File: src/rtl/snake_pkg.sv
// rtl/snake_pkg.sv - shared turn encodings and default timing constants for the snake key conditioner
// Contents: TURN_RIGHT / TURN_LEFT direction codes, default debounce and
// auto-repeat periods, and the turn queue depth.
package snake_pkg;

    localparam logic TURN_RIGHT = 1'b0;
    localparam logic TURN_LEFT  = 1'b1;

    localparam int DEFAULT_DEBOUNCE_CYCLES = 20000;
    localparam int DEFAULT_REPEAT_CYCLES   = 400000;

    localparam int TURN_FIFO_DEPTH = 2;

endpackage

File: src/rtl/snake_key_conditioner_if.sv
// rtl/snake_key_conditioner_if.sv - turn request handshake between the key conditioner and the snake core
// Signals:
//   turn_valid  a turn request is pending at the queue head
//   turn_dir    head request direction (TURN_RIGHT / TURN_LEFT)
//   turn_ready  the snake core accepts the head request this cycle
// Modports: master = conditioner side, slave = snake core side.
interface snake_key_conditioner_if;

    logic turn_valid;
    logic turn_dir;
    logic turn_ready;

    modport master (
        output turn_valid,
        output turn_dir,
        input  turn_ready
    );

    modport slave (
        input  turn_valid,
        input  turn_dir,
        output turn_ready
    );

endinterface

File: src/rtl/snake_key_debounce.sv
// rtl/snake_key_debounce.sv - per-key synchronizer, debouncer and press pulse generator
// Ports:
//   clockInp  clock, rising edge
//   reset     synchronous active-high reset
//   key       raw asynchronous button, active-low
//   press     one-cycle pulse on each accepted press (and each auto-repeat)
// Optional feature: SNAKE_KEY_AUTOREPEAT_EN adds a repeat counter that
// re-fires press every REPEAT_CYCLES cycles while the key stays held.
module snake_key_debounce
    import snake_pkg::*;
#(
    parameter int DEBOUNCE_CYCLES = DEFAULT_DEBOUNCE_CYCLES
`ifdef SNAKE_KEY_AUTOREPEAT_EN
    ,
    parameter int REPEAT_CYCLES   = DEFAULT_REPEAT_CYCLES
`endif
) (
    input  logic clockInp,
    input  logic reset,
    input  logic key,
    output logic press
);

    localparam int CW = $clog2(DEBOUNCE_CYCLES + 1);

    logic          sync1;
    logic          sync2;
    logic          stable;
    logic [CW-1:0] count;
    logic          accept;
    logic          repeat_fire;

    // The synchronized level has disagreed with the stable level for the
    // full debounce window once this cycle is counted.
    assign accept = (sync2 != stable) && (count == CW'(DEBOUNCE_CYCLES - 1));

    always_ff @(posedge clockInp) begin
        if (reset) begin
            sync1  <= 1'b1;
            sync2  <= 1'b1;
            stable <= 1'b1;
            count  <= '0;
        end else begin
            sync1 <= key;
            sync2 <= sync1;
            if (sync2 == stable) begin
                count <= '0;
            end else if (accept) begin
                stable <= sync2;
                count  <= '0;
            end else begin
                count <= count + 1'b1;
            end
        end
    end

`ifdef SNAKE_KEY_AUTOREPEAT_EN
    localparam int RW = $clog2(REPEAT_CYCLES + 1);

    logic [RW-1:0] repeat_count;

    // Repeats only run while both the accepted and the synchronized level
    // are low, so a release that is still being debounced never fires one
    // last spurious repeat.
    assign repeat_fire = !stable && !sync2 && (repeat_count == RW'(REPEAT_CYCLES - 1));

    always_ff @(posedge clockInp) begin
        if (reset) begin
            repeat_count <= '0;
        end else if (stable || sync2 || repeat_fire) begin
            repeat_count <= '0;
        end else begin
            repeat_count <= repeat_count + 1'b1;
        end
    end
`else
    assign repeat_fire = 1'b0;
`endif

    // Only the 1 -> 0 stable transition is a press; releases are silent.
    always_ff @(posedge clockInp) begin
        if (reset) begin
            press <= 1'b0;
        end else begin
            press <= (accept && !sync2) || repeat_fire;
        end
    end

endmodule

File: src/rtl/snake_key_conditioner.sv
// rtl/snake_key_conditioner.sv - debounces two turn buttons and queues turn requests for the snake core
// Ports:
//   clockInp  sole clock, rising edge
//   reset     synchronous active-high reset
//   KEY[1:0]  raw buttons, active-low; KEY[0] = turn right, KEY[1] = turn left
//   turn      snake_key_conditioner_if.master: turn_valid / turn_dir out, turn_ready in
//   overflow  sticky: a press was dropped because the 2-entry queue was full
// Optional feature: SNAKE_KEY_AUTOREPEAT_EN enables auto-repeat in each key debouncer.
module snake_key_conditioner
    import snake_pkg::*;
#(
    parameter int DEBOUNCE_CYCLES = DEFAULT_DEBOUNCE_CYCLES,
    parameter int REPEAT_CYCLES   = DEFAULT_REPEAT_CYCLES
) (
    input  logic                            clockInp,
    input  logic                            reset,
    input  logic [1:0]                      KEY,
    snake_key_conditioner_if.master         turn,
    output logic                            overflow
);

    if (DEBOUNCE_CYCLES < 1 || REPEAT_CYCLES < 1) begin : g_param_check
        $error("snake_key_conditioner: cycle parameters must be at least 1");
    end

    logic [1:0] press;

    for (genvar k = 0; k < 2; k++) begin : g_key
        snake_key_debounce #(
            .DEBOUNCE_CYCLES (DEBOUNCE_CYCLES)
`ifdef SNAKE_KEY_AUTOREPEAT_EN
            ,
            .REPEAT_CYCLES   (REPEAT_CYCLES)
`endif
        ) u_debounce (
            .clockInp (clockInp),
            .reset    (reset),
            .key      (KEY[k]),
            .press    (press[k])
        );
    end

    // Event stage: simultaneous presses on both keys cancel each other
    // (an ambiguous request) and never reach the queue.
    logic evt_valid;
    logic evt_dir;

    always_ff @(posedge clockInp) begin
        if (reset) begin
            evt_valid <= 1'b0;
            evt_dir   <= TURN_RIGHT;
        end else begin
            evt_valid <= press[0] ^ press[1];
            evt_dir   <= press[1] ? TURN_LEFT : TURN_RIGHT;
        end
    end

    // Two-entry turn queue. A pop frees a slot in the same cycle, so a push
    // into a full queue still succeeds when the head is being consumed.
    logic [TURN_FIFO_DEPTH-1:0] mem;
    logic                       wr_ptr;
    logic                       rd_ptr;
    logic [1:0]                 occ;
    logic                       full;
    logic                       pop;
    logic                       push_ok;

    assign full    = (occ == 2'(TURN_FIFO_DEPTH));
    assign pop     = (occ != 2'd0) && turn.turn_ready;
    assign push_ok = evt_valid && (!full || pop);

    always_ff @(posedge clockInp) begin
        if (reset) begin
            mem      <= '0;
            wr_ptr   <= 1'b0;
            rd_ptr   <= 1'b0;
            occ      <= 2'd0;
            overflow <= 1'b0;
        end else begin
            if (push_ok) begin
                mem[wr_ptr] <= evt_dir;
                wr_ptr      <= ~wr_ptr;
            end
            if (pop) begin
                rd_ptr <= ~rd_ptr;
            end
            occ <= occ + {1'b0, push_ok} - {1'b0, pop};
            if (evt_valid && !push_ok) begin
                overflow <= 1'b1;
            end
        end
    end

    assign turn.turn_valid = (occ != 2'd0);
    assign turn.turn_dir   = mem[rd_ptr];

endmodule
File: src/flat_wrapper.sv
// flat-port wrapper written by rule: the top's interface ports become plain ports
module snake_key_conditioner_flat import snake_pkg::*;
#(
    parameter int DEBOUNCE_CYCLES = DEFAULT_DEBOUNCE_CYCLES,
    parameter int REPEAT_CYCLES   = DEFAULT_REPEAT_CYCLES
)
  (clockInp, reset, KEY, overflow, turn_turn_valid, turn_turn_dir, turn_turn_ready);
  snake_key_conditioner_if turn_i ();
  input  logic clockInp;
  input  logic reset;
  input  logic [1:0] KEY;
  output logic overflow;
  output wire logic [$bits(turn_i.turn_valid)-1:0] turn_turn_valid;
  output wire logic [$bits(turn_i.turn_dir)-1:0] turn_turn_dir;
  input wire logic [$bits(turn_i.turn_ready)-1:0] turn_turn_ready;
  assign turn_turn_valid = turn_i.turn_valid;
  assign turn_turn_dir = turn_i.turn_dir;
  assign turn_i.turn_ready = turn_turn_ready;
  snake_key_conditioner #(.DEBOUNCE_CYCLES(DEBOUNCE_CYCLES), .REPEAT_CYCLES(REPEAT_CYCLES)) u_core (.clockInp(clockInp), .reset(reset), .KEY(KEY), .turn(turn_i), .overflow(overflow));
endmodule
File: config.mk
export PLATFORM = sky130hd
export DESIGN_NAME = snake_key_conditioner_flat
export DESIGN_NICKNAME = d
export VERILOG_FILES = /design/src/rtl/snake_pkg.sv /design/src/rtl/snake_key_conditioner_if.sv /design/src/rtl/snake_key_debounce.sv /design/src/rtl/snake_key_conditioner.sv /design/src/flat_wrapper.sv
export SDC_FILE = /design/constraint.sdc
export NUM_CORES = 1
export LEC_CHECK = 0
export BUFFER_PORTS_ARGS = -buffer_cell sky130_fd_sc_hd__buf_2
export CAP_MARGIN = 20
export CORE_ASPECT_RATIO = 0.9
export CORE_MARGIN = 8
export CORE_UTILIZATION = 45
export DETAILED_ROUTE_END_ITERATION = 10
export PLACE_DENSITY = 0.63
export SLEW_MARGIN = 30
export SYNTH_ARGS = -nofsm -noshare
export SYNTH_HDL_FRONTEND = slang
export SYNTH_SLANG_ARGS = --single-unit
File: constraint.sdc
create_clock -name clockInp -period 1.6 [get_ports clockInp]
set_input_delay 0.24 -clock clockInp [delete_from_list [all_inputs] [get_ports clockInp]]
set_output_delay 0.24 -clock clockInp [all_outputs]
set_load 0.01 [all_outputs]
Word level (Yosys, flattened, before mapping):

Index checks and enable logic that the tools add are counted.

* register bits after elaboration: 47
* latch bits: 0
* RAM bits: 0
* ROM bits: 0
* input port bits: 5
* output and inout port bits: 3
* word-level logic and storage cells: 60
* memories: 0

* add/subtract/negate cells: 4
* multiply operators: 0
* divide/modulo/power cells: 0
* order comparisons: 3
* equal/unequal tests: 7
* shift operators: 0
* muxes and demuxes: 6
* bitwise gates (word level): 5
* reductions and logical operators: 18

Operators by type and width (count)
* $add 15x1->15 const B: 2
* $eq 15x15->1 const B: 2
* $logic_and 1x1->1: 8
* $reduce_or 3->1: 2
* $logic_not 1->1: 4
* $lt 1x2->1 const B: 2
* $mux 1: 4
* $not 1->1: 4
* $reduce_and 2->1: 2
* $add 2x1->2: 1
* $bwmux 2: 1
* $eq 1x1->1: 2
* $eq 2x2->1 const B: 1
* $ne 1x1->1: 2
* $reduce_bool 2->1: 1
* $sub 2x1->2: 1
* $demux 1 s1: 1
* $ge 1x1->1 const B: 1
* $logic_or 1x1->1: 1
* $xor 1x1->1: 1

Longest topological paths before layout:

Gate-level depths: netlist of the first run.

* depth in word-level cells: 6
* depth in mapped cells: 8

Hierarchy:

A second synthesis of the first run with hierarchy kept.

* cell total of the unflattened synthesis: 207
* area total of the unflattened synthesis: 2033.2 sq um

By module, submodules not included
* snake_key_debounce: times used 2, cells each 82, area each 810.8 sq um
* snake_key_conditioner: times used 1, cells each 43, area each 411.6 sq um

Least setup slack after synthesis of the first run:

OpenSTA, ideal clock, no wires.

* path type: register to register
* start: reg u_core.occ[1]
* end: reg u_core.occ[1]
* setup time: 129 ps
* arrival: 1583 ps
* path slack: -111 ps
* cell stages (with the launch flop): 9
* cells stage by stage: dfxtp_1 or2_1 and2_1 ha_1 inv_1 ha_1 xor2_1 xnor2_1 nor2_1

* longest elaborated chain between the ends: 6
* elaborated cells on any way between the ends: 8

RTL lines
* start: declaration: RTL line snake_key_conditioner.sv:63 `logic [1:0] occ;`
* start signal: assignment: RTL line snake_key_conditioner.sv:87 `occ <= occ + {1'b0, push_ok} - {1'b0, pop};`
* $reduce_bool 2->1 (*)
* net turn_turn_valid: RTL line flat_wrapper.sv:13 `output wire logic [$bits(turn_i.turn_valid)-1:0] turn_turn_valid;`
* $logic_and 1x1->1 (*): RTL line snake_key_conditioner.sv:69 `assign pop = (occ != 2'd0) && turn.turn_ready;`
* net u_core.pop: RTL line snake_key_conditioner.sv:65 `logic pop;`
* $logic_or 1x1->1: RTL line snake_key_conditioner.sv:70 `assign push_ok = evt_valid && (!full || pop);`
* $logic_and 1x1->1: RTL line snake_key_conditioner.sv:70
* $add 2x1->2: RTL line snake_key_conditioner.sv:87
* $sub 2x1->2 (*): RTL line snake_key_conditioner.sv:87

The timed path passes the listed nets; every way through them passes the cells marked *.
A chain may end at the register's enable or synchronous reset.

Worst setup path in the final report of the first run:

* start: reg u_core.occ[1]
* end: reg u_core.occ[1]

* longest elaborated chain between the ends: 6
* elaborated cells on any way between the ends: 8

RTL lines (RTL line)
* $reduce_bool 2->1 (*): snake_key_conditioner.sv:69
* $logic_and 1x1->1 (*): snake_key_conditioner.sv:69
* net u_core.pop: snake_key_conditioner.sv:65
* $logic_or 1x1->1: snake_key_conditioner.sv:70
* $logic_and 1x1->1: snake_key_conditioner.sv:70
* $add 2x1->2: snake_key_conditioner.sv:87
* $sub 2x1->2 (*): snake_key_conditioner.sv:87

Marked as above.

==> impl_metrics.ini, run 1 <==
[synth]
synth_xor_area_share_pct = 14.0
synth_area_leaders = dfxtp_1 (47%), xor2_1 (9.2%), nor2_1 (7.5%)
synth-edff-count = 0
yosys.area.top_type = dfxtp_1
synth-seq-cells = 47
synthSimpleGateAreaFrac_pct = 29.9
synth_mux_area_share_pct = 1.57
dominantRegCellSynth = dfxtp_1
syn_avg_cell_area_um2 = 9.43
ys_seq_area_share_pct = 47.1
synth_compound_area_share_pct = 1.44
synth_nets = 221
ys_types = 33
synthDominantCellAreaShare_pct = 47.1
ys_warn_count = 0
synth.top_cells.by_count = dfxtp_1 (47), nor2_1 (40), xor2_1 (21)
netlist_area_um2 = 2000
synth.most_common_cell = dfxtp_1
synth_top_family_by_area = simple AND/OR/NAND/NOR gates
syn_inst = 212
synth-async-reset-ratio_pct = 0
synth_adder_area_share_pct = 2.50

[detailed_routing]
wire_per_inst_um = 10.9
drcViolationCount = 0
drt_pass1_iterations = 4
drt_iter0_drc = 69
dr_total_vias = 1419
drt-total-wl_um = 3180
drt-vias-per-instance = 4.88
ant_nets = 0

[min_path]
min_path_type = primary input to flop

[placed_design]
dp_slack_ns = -0.0212
portBuffers = 7
place_hpwl_um = 2240
place_area_um2 = 2190
gp_congestion = 0.777
dp_cells = 284

[global_route]
overflow = 0
track_usage_pct = 9.91
grt_pass1_wl_um = 5530
antenna_found_initial = 0
grt_pass1_vias = 1263
grt_start_max_net_pins = 20

[worst_setup_path]
rrSetupSlack_ns = 0.01
r2r_start = u_core.occ[1]$_SDFF_PP0_
critical_path.startpoint = u_core.occ[1]$_SDFF_PP0_
worstSetupPathType = flop to flop
arrival_ns = 1.76
r2r_end = u_core.occ[1]$_SDFF_PP0_
cp.required_ns = 1.77
endpoint = u_core.occ[1]$_SDFF_PP0_
start_kind = flop
path_max_fanout = 3
end_kind = flop
reg2reg_depth = 8

[sta]
setup_viol = 0
finClkSkew_ns = 0.00854
final.setup.worst_slack_ns = 0.0124
hold_viol = 0
drv_slew = 0
maxSlewHeadroom_pct = 70.4
finalCriticalPeriod_ns = 1.59
rsz0062_at_grt = true
max_freq_ghz = 0.630
finalCritPeriodShare_pct = 99.2
worst_slew_pin_slew_ns = 0.440

[clock_tree]
root_buffer = clkbuf_8
cts_tree = built
clkSlewWorstSetupHoldPaths_ns = 0.08
cts-buffers-inserted = 5
cts_buffer_depth = 2
htree_levels = 2
cts_sinks = 47
clock_latency_ns = 0.29
cts_hold_buf = 0

[cells_and_area]
fin_cells = 291
nNetsFinal = 238
design_area_um2 = 2300
num_antenna_cells = 0
area_growth_pct = 14.9
drive_gt1_share_pct = 16.2

[floorplan]
core_area_um2 = 4370
start_util_pct = 45.7
dieArea_um2 = 6830
die_height_um = 79.2
rows = 23
die_width_um = 86.2
ios = 8

[outcome]
status = complete, no violations

[power]
powerDensity_nw_per_um2 = 902
leakage_nw = 0.864
vdd_drop_max_v = 0.000620

[flow_run]
drv_cap = 0
[metrics by stage]
step	total power [mW]	utilization (%)	hold slack (ns)	TNS [ns]
floorplan	1.34	-	0.337	-0.00637
global placement	1.39	50.2	0.385	0
detailed placement	1.39	50.2	0.388	-0.0212
CTS	2.11	52.4	0.119	0
global route	2.18	52.5	0.118	-0.0677
finish	2.07	52.5	0.128	0
[metal layers]
metal  track usage [%]  up-vias  routed length (µm)
met2              13.9       31                1280
met5                 0        -                   0
li1                  -      740                   -
met3              3.30        2                 159
met4              3.61        0                  19
met1              13.7      646                1720
[worst min path at each step]
stage,start,to,cells after the start
2_1_floorplan,KEY[0],u_core.g_key[0].u_debounce.sync1$_SDFF_PP1_,1
3_3_place_gp,u_core.g_key[0].u_debounce.sync1$_SDFF_PP1_,u_core.g_key[0].u_debounce.sync2$_SDFF_PP1_,1
6_report,KEY[0],u_core.g_key[0].u_debounce.sync1$_SDFF_PP1_,2
4_1_cts,KEY[1],u_core.g_key[1].u_debounce.sync1$_SDFF_PP1_,2
3_5_place_dp,u_core.g_key[0].u_debounce.sync1$_SDFF_PP1_,u_core.g_key[0].u_debounce.sync2$_SDFF_PP1_,1
5_1_grt,KEY[1],u_core.g_key[1].u_debounce.sync1$_SDFF_PP1_,2
[critical path: stages (launching register included)]
cell     delay [ns]
dfxtp_2        0.33
or2_4          0.24
and2_4         0.15
ha_4           0.25
inv_2          0.03
ha_4           0.15
xor2_2         0.14
xnor2_1        0.13
nor2_1         0.05
[state kept, by name, summed over array words and instances (netlist names)]
register and flops:
u_core.g_key.u_debounce.count 30, u_core.g_key.u_debounce.press 2, u_core.g_key.u_debounce.stable 2, u_core.g_key.u_debounce.sync1 2, u_core.g_key.u_debounce.sync2 2, u_core.mem 2
u_core.occ 2, u_core.evt_dir 1, u_core.evt_valid 1, u_core.overflow 1, u_core.rd_ptr 1, u_core.wr_ptr 1
[layout by cell type, fill, tap and decap left out, types with 3 or more instances in the layout]
master | netlist | final
nor3_1 | 3 | 3
nand4_1 | 11 | 11
and2_1 | 4 | 3
inv_1 | 7 | 6
dfxtp_1 | 47 | 45
buf_4 | 0 | 10
nor2_1 | 40 | 40
xor2_1 | 21 | 20
nand2_1 | 5 | 5
or2_1 | 5 | 4
and4_1 | 5 | 5
nor4b_1 | 3 | 3
and3_1 | 5 | 5
nand3_1 | 11 | 11
buf_2 | 4 | 7
xnor2_1 | 11 | 11
clkbuf_8 | 0 | 6
nand2b_1 | 4 | 4
[timing repair]
item / 4_1_cts / 5_1_grt
endpoints found under the setup margin: 1 / 14
pin swaps: 3 / 0
gates resized for setup: 2 / 1
buffers inserted: 0 / 0
[power by group]
part / switching, mW / internal [mW]
sequential: 0.0143 / 1.19
clock: 0.365 / 0.339
combinational: 0.0705 / 0.0906
[kinds of logic after synthesis]
family,count (synthesis)
adders and majority gates,4
DFF,47
AOI/OAI and AO/OA,4
muxes,3
xor gates and xnor gates,32
and+or+nand+nor,107
buffers and inverters,15
[area by class of cell]
type	count	area, µm²
sequential	47	943
multi-input combinational	150	1030
tap	62	77.6
clock inverter	1	5.00
fill	437	2080
timing repair buffer	18	130
inverter	7	26.3
clock buffer	6	82.6
Note: power is estimated with default switching activity, not from simulation.
==> inputs of run 2 (changes only) <==
--- a/config.mk
+++ b/config.mk
@@ -11,8 +11,10 @@
 export CORE_MARGIN = 8
 export CORE_UTILIZATION = 45
 export DETAILED_ROUTE_END_ITERATION = 10
-export PLACE_DENSITY = 0.63
+export PLACE_DENSITY = 0.6
+export SETUP_SLACK_MARGIN = 0.2
 export SLEW_MARGIN = 30
 export SYNTH_ARGS = -nofsm -noshare
 export SYNTH_HDL_FRONTEND = slang
 export SYNTH_SLANG_ARGS = --single-unit
+export TNS_END_PERCENT = 1
==> constraint.sdc (replaced) <==
create_clock -name clockInp -period 1.75 [get_ports clockInp]
set_input_delay 0.2625 -clock clockInp [delete_from_list [all_inputs] [get_ports clockInp]]
set_output_delay 0.2625 -clock clockInp [all_outputs]
set_load 0.01 [all_outputs]
==> run 2 against run 1 <==
  * Via count decreased by 3.5%
  * Non-clock buffer count is 3 lower
  * Sequential share of layout area rose by 0.56 points
  * Utilization is 0.77 points lower
==> impl_metrics.ini, run 2 (synthesis gave the netlist of run 1 again) <==
[global_route]
antenna_found_initial = 0
grt_start_max_net_pins = 14
grt_pass1_wl_um = 5550
overflow = 0
track_usage_pct = 10.2
grt_pass1_vias = 1285

[cells_and_area]
regMostFlops = u_core.g_key.u_debounce.count
area_growth_pct = 13.2
largest_reg_flops = 30
num_antenna_cells = 0
nNetsFinal = 235
drive_gt1_share_pct = 14.5
postLayoutCoreUtil_pct = 51.7
mostFrequentLayoutCell = dfxtp_1
final_cell_mix = dfxtp_1 (46), nor2_1 (40), xor2_1 (21)
design_area_um2 = 2260

[detailed_routing]
drcViolationCount = 0
drt-vias-per-instance = 4.74
ant_nets = 0
drt_iter0_drc = 42
wire_per_inst_um = 11.1
drt-total-wl_um = 3210
dr_total_vias = 1370
drt_pass1_iterations = 4

[clock_tree]
cts_hold_buf = 0
htree_levels = 2
clkSlewWorstSetupHoldPaths_ns = 0.08
root_buffer = clkbuf_8
cts-buffers-inserted = 5
clock_latency_ns = 0.30
cts_buffer_depth = 2
cts_sinks = 47
cts_tree = built

[sta]
final.setup.worst_slack_ns = 0.158
setup_tns_ns = 0
hold_viol = 0
drv_slew = 0
finalCriticalPeriod_ns = 1.59
finClkSkew_ns = 0.00568
maxSlewHeadroom_pct = 72.0
setup_viol = 0
rsz0062_at_grt = true
worst_slew_pin_slew_ns = 0.417
max_freq_ghz = 0.628
finalCritPeriodShare_pct = 91.0

[placed_design]
place_hpwl_um = 2250
portBuffers = 7
dp_slack_ns = 0.122
place_area_um2 = 2150
gp_congestion = 0.792

[worst_setup_path]
start_kind = flop
worstSetupPathType = flop to flop
path_max_fanout = 4
arrival_ns = 1.78
reg2reg_depth = 8
end_kind = flop
cp.required_ns = 1.94

[power]
power_switching_mw = 0.417
p_total_mw = 1.94
p_sw_share_pct = 21.5
clockPowerShare_pct = 36.3
vdd_drop_max_v = 0.000496
p_int_mw = 1.52
comb_power_share_pct = 6.9
powerDensity_nw_per_um2 = 858
p_seq_share_pct = 56.8
leakage_nw = 0.838

[floorplan]
core_area_um2 = 4370
dieArea_um2 = 6830
die_height_um = 79.2
ios = 8
start_util_pct = 45.7
die_width_um = 86.2
rows = 23

[outcome]
status = complete, no violations

[min_path]
hold-path-cell-count = 2
min_path_type = primary input to flop

[flow_run]
drv_cap = 0
run 2: routing by layer:
metal | share of wire [%] | GRT usage, %
met4 | 2.1 | 5.67
met5 | 0 | 0
met1 | 55 | 13.5
met2 | 38 | 14.4
met3 | 4.3 | 3.30
run 2: layout make-up:
type / instances / area, µm²
fillers: 429 / 2110
multi-input cells: 150 / 1020
flip-flops and latches: 47 / 942
clock buffers: 8 / 100
repair buffers: 15 / 95.1
well taps: 62 / 77.6
inverters: 7 / 26.3
run 2: path summary, 6_finish.rpt:
path	startpoint	end	slack, ns
worst max register to register	u_core.occ[0]$_SDFF_PP0_	u_core.occ[1]$_SDFF_PP0_	0.16
worst min-delay path	KEY[1]	u_core.g_key[1].u_debounce.sync1$_SDFF_PP1_	0.13
worst max-delay path	u_core.occ[0]$_SDFF_PP0_	u_core.occ[1]$_SDFF_PP0_	0.16
worst min register to register	u_core.g_key[0].u_debounce.sync1$_SDFF_PP1_	u_core.g_key[0].u_debounce.sync2$_SDFF_PP1_	0.41
run 2: power by group through the flow:
stage,Clock [mW],Combinational [mW],Sequential (mW)
after floorplan,0,0.0996,1.13
after CTS,0.736,0.138,1.10
after detailed placement,0,0.129,1.13
final,0.704,0.134,1.10
after global routing,0.771,0.153,1.11
after global placement,0,0.128,1.13
run 2: critical path, cell delays in order, from the launching register on:
cell and delay [ns]:
dfxtp_2 0.33, or2_4 0.24, and2_4 0.15, ha_4 0.26, inv_2 0.03, ha_4 0.14, xor2_1 0.15, xnor2_1 0.14
nor2_1 0.05
run 2: stage by stage:
stage	hold slack (ns)	instances
after floorplan	0.360	212
after global placement	0.386	280
after detailed placement	0.387	280
after CTS	0.123	289
after global routing	0.135	289
final	0.133	289
run 2: timing repair:
item                                    4_1_cts  5_1_grt
setup buffers                                 1        0
endpoints found under the setup margin       14       30
endpoints found under the hold margin         0        0
gates resized for setup                       1        0
pin swaps                                     2        0
